**src/rtl/hazard_scoreboard.sv**
```systemverilog
// Pipeline hazard unit: M/W forwarding, load-use stall, redirect flush, and a
// register scoreboard tracking long-latency ops that complete out of band.
module hazard_scoreboard #(
  parameter int NREG     = 32,
  parameter int MAX_PEND = 4,
  parameter int CW       = 3,
  localparam int AW      = $clog2(NREG)
) (
  input  logic          clk,
  input  logic          rst,
  input  logic [AW-1:0] Rs1D,
  input  logic [AW-1:0] Rs2D,
  input  logic [AW-1:0] RdD,
  input  logic          LongD,
  input  logic [AW-1:0] Rs1E,
  input  logic [AW-1:0] Rs2E,
  input  logic [AW-1:0] RdE,
  input  logic [AW-1:0] RdM,
  input  logic [AW-1:0] RdW,
  input  logic          RegWriteM,
  input  logic          RegWriteW,
  input  logic [1:0]    ResultSrcE,
  input  logic [1:0]    PCSrcE,
  input  logic          LongIssueE,
  input  logic          LongDone,
  input  logic [AW-1:0] LongRd,
  output logic          StallF,
  output logic          StallD,
  output logic          FlushD,
  output logic          FlushE,
  output logic [1:0]    ForwardAE,
  output logic [1:0]    ForwardBE,
  output logic          SbFull,
  output logic          SbErr
);

  logic [NREG-1:0] pend, pend_n;
  logic [CW-1:0]   cnt, cnt_n;
  logic            err;

  logic            done_bad, done_ok;
  logic            lu, raw, waw, full, sb, redirect;
  logic [1:0]      fwd_a, fwd_b;
  logic [CW:0]     occ_lhs, occ_rhs;

  always_comb begin
    fwd_a = 2'b00;
    if (RegWriteM && RdM != '0 && RdM == Rs1E)      fwd_a = 2'b10;
    else if (RegWriteW && RdW != '0 && RdW == Rs1E) fwd_a = 2'b01;
    fwd_b = 2'b00;
    if (RegWriteM && RdM != '0 && RdM == Rs2E)      fwd_b = 2'b10;
    else if (RegWriteW && RdW != '0 && RdW == Rs2E) fwd_b = 2'b01;
  end

  // A long op still sitting in E is not yet in pend, so its D-stage consumers
  // are held the same way a load-use would be.
  assign lu = RdE != '0 && (RdE == Rs1D || RdE == Rs2D) &&
              (ResultSrcE == 2'b01 || LongIssueE);

  assign raw = pend[Rs1D] || pend[Rs2D];
  assign waw = RdD != '0 && pend[RdD];

  // Occupancy after this edge compared without going negative.
  assign occ_lhs = {1'b0, cnt} + (CW+1)'(LongIssueE);
  assign occ_rhs = (CW+1)'(MAX_PEND) + (CW+1)'(LongDone);
  assign full    = LongD && (occ_lhs >= occ_rhs);

  assign sb       = raw || waw || full;
  assign redirect = PCSrcE != 2'b00;

  always_comb begin
    if (rst) begin
      StallF    = 1'b0;
      StallD    = 1'b0;
      FlushD    = 1'b1;
      FlushE    = 1'b1;
      ForwardAE = 2'b00;
      ForwardBE = 2'b00;
      SbFull    = 1'b0;
      SbErr     = 1'b0;
    end else begin
      StallF    = (lu || sb) && !redirect;
      StallD    = (lu || sb) && !redirect;
      FlushD    = redirect;
      FlushE    = lu || sb || redirect;
      ForwardAE = fwd_a;
      ForwardBE = fwd_b;
      SbFull    = cnt == CW'(MAX_PEND);
      SbErr     = err;
    end
  end

  assign done_bad = LongDone && ((LongRd != '0 && !pend[LongRd]) || cnt == '0);
  assign done_ok  = LongDone && !done_bad;

  // Clear before set, so an issue and a completion to one register keep it pending.
  always_comb begin
    pend_n = pend;
    if (done_ok)                   pend_n[LongRd] = 1'b0;
    if (LongIssueE && RdE != '0)   pend_n[RdE]    = 1'b1;
    pend_n[0] = 1'b0;

    cnt_n = cnt;
    if (LongIssueE && !done_ok && cnt != CW'(MAX_PEND))
      cnt_n = cnt + CW'(1);
    else if (done_ok && !LongIssueE && cnt != '0)
      cnt_n = cnt - CW'(1);
  end

  always_ff @(posedge clk) begin
    if (rst) begin
      pend <= '0;
      cnt  <= '0;
      err  <= 1'b0;
    end else begin
      pend <= pend_n;
      cnt  <= cnt_n;
      if (done_bad) err <= 1'b1;
    end
  end

endmodule

```
**config.mk**
```make
export PLATFORM = sky130hd
export DESIGN_NAME = hazard_scoreboard
export DESIGN_NICKNAME = d
export VERILOG_FILES = /design/src/rtl/hazard_scoreboard.sv
export SDC_FILE = /design/constraint.sdc
export NUM_CORES = 1
export LEC_CHECK = 0
export ABC_AREA = 1
export ABC_CLOCK_PERIOD_IN_PS = 2700
export BUFFER_PORTS_ARGS = -buffer_cell sky130_fd_sc_hd__buf_2
export CAP_MARGIN = 20
export CORE_MARGIN = 1.5
export CORE_UTILIZATION = 55
export CTS_CLUSTER_DIAMETER = 50
export CTS_CLUSTER_SIZE = 30
export DETAILED_ROUTE_END_ITERATION = 16
export MAX_ROUTING_LAYER = met4
export PLACE_DENSITY = 0.79
export SYNTH_ARGS = -nofsm -noshare
export SYNTH_HDL_FRONTEND = slang
export SYNTH_SLANG_ARGS = --single-unit
```
**constraint.sdc**
```tcl
create_clock -name clk -period 2.7 [get_ports clk]
set_input_delay 0.54 -clock clk [delete_from_list [all_inputs] [get_ports clk]]
set_output_delay 0.54 -clock clk [all_outputs]
set_load 0.02 [all_outputs]
```
==> metrics.md <==
| Metric | Value |
|---|---|
| Area growth syn-to-layout | 15.9% |
| Syn Std Cell Area | 3530 um2 |
| Post-CTS Hold Buffers | 0 |
| H-tree depth | 2 |
| Router iterations before antenna repair | 5 |
| DRC violation count after routing | 0 |
| Hold Fails Final Rpt | 0 |
| Number of nets in the synthesized netlist | 663 |
| Met2 usage in global routing | 0.556 |
| Post-CTS clock slew at the launch and capture registers of the worst setup and hold paths | approximately 0.070 ns |
| Slew Limit Fails | 0 |
| Average size of a mapped cell | 5.85 um2 |
| Maximum fanout along the worst path | 5 |
| Clk_skew | 0.00606 ns |
| Sum of internal, switching and leakage power | 1.42 mW |
| First-pass GRT wire length | 18.8 mm |
| Count of synthesis-stage warnings from yosys | 0 |
| Final critical-path setup slack | 0.0771 ns |
| Setup Viol. Count Final | 0 |
| Top cell type by total area after synthesis | sky130_fd_sc_hd__dfxtp_1 |
| Endpoint kind of the worst setup timing path | primary output |
| Class of the worst hold path | flip-flop to flip-flop |
| Gate Count Post-Synth | 603 |
| Headroom to the max-slew limit | 0.513 |
| Antenna violations before repair | 0 |
| X dimension of the die | approximately 83 um |
| Worst endpoint required time | 2.16 ns |
| Maximum number of pins on one net before global-route repair | 32 |
| I/O pin count | 66 |
| Via count | roughly 4400 |
| Tcrit/Tclk final | 0.971 |
| Total Wirelength | 11.6 mm |
| Number of inserted diodes | 0 |
| Vias per std cell | approximately 5.8 |
| Area contributors post-synth | sky130_fd_sc_hd__dfxtp_1 (20%), sky130_fd_sc_hd__nand2_1 (20%), sky130_fd_sc_hd__a21oi_1 (11%), sky130_fd_sc_hd__o21ai_0 (7.5%), sky130_fd_sc_hd__o21ai_2 (7.5%) |
| Gr ovfl total | 0 |
| CP Data Arrival Time | ~2.1 ns |
| PortBufs | between 60 and 70 |
| Met3 layer usage reported by global route | 0.0577 |
| Maximum vdd drop | 0.318 mV |
| Type of the worst setup path | flip-flop to primary output |
| Routability-driven placement congestion ratio | 0.961 |
| Average detailed-routed wire length per instance | between 15 and 20 um |
| Clock latency reported for the late side of the worst-skew pair | 0.29 ns |
| LEAKAGE | 1.77 nW |
| Via count of the first global-routing pass | 3912 |
| Most congested layer reported by global routing | met2 |
| Die H | 83.1 um |
| Overall Global Routing Usage | 0.341 |
| Die Outline Area | roughly 6900 um2 |
| Peak Freq | 381 MHz |
| Share of synthesized registers carrying an async set or reset | 0 |
| Pre-CTS setup slack | 0.108 ns |
| Clk buf depth | 2 |
| Startpoint class of the critical path | flip-flop |
| Initial Util | 0.582 |
| Count of maximum capacitance violations | 0 |
| Clock tree from TritonCTS | done |
| Clock net sink count | 35 |
| Number of nets still failing antenna checks after routing | 0 |
| Cell Rows | 28 |
| Post-route setup TNS | 0 ns |
| Ratio of total power to cell area | 347 nW/um2 |
| Number of post-CTS setup repair buffers | 0 |
| Most common cell in the netlist | sky130_fd_sc_hd__nand2_1 |
| Part of the Yosys area used for sequential elements | 0.199 |
| Number of CTS-inserted buffers | 5 |
| Met1 track demand over resource in global routing | 0.432 |
| Proportion of layout cells with a drive suffix above 1 | 0.210 |
| Measured slew at the worst slew-check pin | 0.725 ns |
| Result of the run | completed |
| Leading register cell type out of synthesis | sky130_fd_sc_hd__dfxtp_1 |
| Ranking of synthesized cells by instance count | sky130_fd_sc_hd__nand2_1 (186), sky130_fd_sc_hd__a21oi_1 (79), sky130_fd_sc_hd__o21ai_0 (53), sky130_fd_sc_hd__inv_1 (50), sky130_fd_sc_hd__nand3_1 (37) |
| Top-area cell type share of the netlist area | 0.199 |
| Iteration-0 DRC count of the detailed router | 384 |
| FF+latch count, synth | 35 |
| Number of synthesized flops with an enable pin | 0 |
| Core ar. | 6060 um2 |
| Root Buffer Master | sky130_fd_sc_hd__clkbuf_8 |
| Count of nets after finishing | 732 |
| Count of unique library cells instantiated by Yosys | 37 |
| Sum of net half-perimeters after detailed placement | 9.02 mm |
| Period minus WS final | 2.62 ns |
==> power breakdown <==
part,switching [mW],internal [mW]
Clock,0.195,0.233
Combinational,0.278,0.159
Sequential,0.0235,0.531
Total,0.496,0.923
==> state kept, by name, summed over array words and instances (netlist names) <==
signal	flops
cnt	3
err	1
pend	31
==> metrics by stage <==
step           cell area [um2]  utilization  cells  hold WS, ns
3_3_place_gp              3980        0.656    740        0.446
2_1_floorplan             3530            -    603        0.436
3_5_place_dp              3980        0.656    740        0.456
4_1_cts                   4080        0.673    748        0.469
6_report                  4090        0.674    748        0.469
5_1_grt                   4090        0.674    748        0.501
==> placed cells by master (no fill, tap or decap), types with 2 or more instances in the layout <==
master	Yosys	layout
sky130_fd_sc_hd__o22ai_1	2	2
sky130_fd_sc_hd__inv_2	4	5
sky130_fd_sc_hd__o211ai_1	4	4
sky130_fd_sc_hd__xnor2_1	9	9
sky130_fd_sc_hd__nand2_1	186	186
sky130_fd_sc_hd__buf_4	2	22
sky130_fd_sc_hd__xor2_1	12	12
sky130_fd_sc_hd__nor4_1	4	4
sky130_fd_sc_hd__nor3_1	22	22
sky130_fd_sc_hd__clkbuf_8	0	7
sky130_fd_sc_hd__a21oi_1	79	78
sky130_fd_sc_hd__ha_1	3	3
sky130_fd_sc_hd__o21ai_1	2	2
sky130_fd_sc_hd__o21ai_0	53	53
sky130_fd_sc_hd__o21ai_2	30	30
sky130_fd_sc_hd__dfxtp_1	35	34
sky130_fd_sc_hd__inv_1	50	49
sky130_fd_sc_hd__nor2_1	27	27
sky130_fd_sc_hd__buf_2	3	65
sky130_fd_sc_hd__nand2_2	2	2
sky130_fd_sc_hd__o31ai_1	3	2
sky130_fd_sc_hd__or2_2	2	2
sky130_fd_sc_hd__nand3_1	37	37
==> worst max-delay path, cell delays in order, from the launching register on <==
cell	delay, ns
sky130_fd_sc_hd__dfxtp_2	0.36
sky130_fd_sc_hd__ha_1	0.28
sky130_fd_sc_hd__inv_1	0.04
sky130_fd_sc_hd__ha_1	0.27
sky130_fd_sc_hd__o31ai_2	0.23
sky130_fd_sc_hd__nand2_1	0.08
sky130_fd_sc_hd__nand2_1	0.06
sky130_fd_sc_hd__nand3_1	0.07
sky130_fd_sc_hd__nor2_1	0.15
sky130_fd_sc_hd__nand4_1	0.09
sky130_fd_sc_hd__buf_2	0.17
==> layout make-up <==
type,count,area [um2]
multi-input combinational,488,2490
clock buffer,8,100
timing repair buffer,87,490
fill,610,1980
tap,75,93.8
inverter,55,206
sequential,35,702
==> worst paths after layout <==
kind | end | slack, ns | depth (start not counted) | startpoint
worst max-delay path | FlushE | 0.08 | 10 | cnt[0]
worst min-delay path | err | 0.47 | 2 | err
worst max register to register | cnt[2] | 0.66 | 15 | pend[28]
worst min register to register | err | 0.47 | 2 | err
==> timing repair <==
action / CTS / global route
endpoints found under the hold margin: 0 / 0
endpoints found under the setup margin: 0 / 3
resized for setup: 0 / 3
==> kinds of logic after synthesis <==
kind of cell	share of synthesized area
buffers and inverters	0.0969
AND/OR/NAND/NOR	0.346
AO/OA/AOI/OAI	0.290
flip-flops	0.199
XOR/XNOR	0.0522
adder cells (fa/ha/maj)	0.0163
==> routing by layer <==
metal / share of wire / up-vias
li1: - / 2157
met1: 0.42 / 1961
met2: 0.48 / 199
met3: 0.072 / 34
met4: 0.029 / 0
met5: 0 / -
No activity file was read; power rests on OpenSTA's default activity.
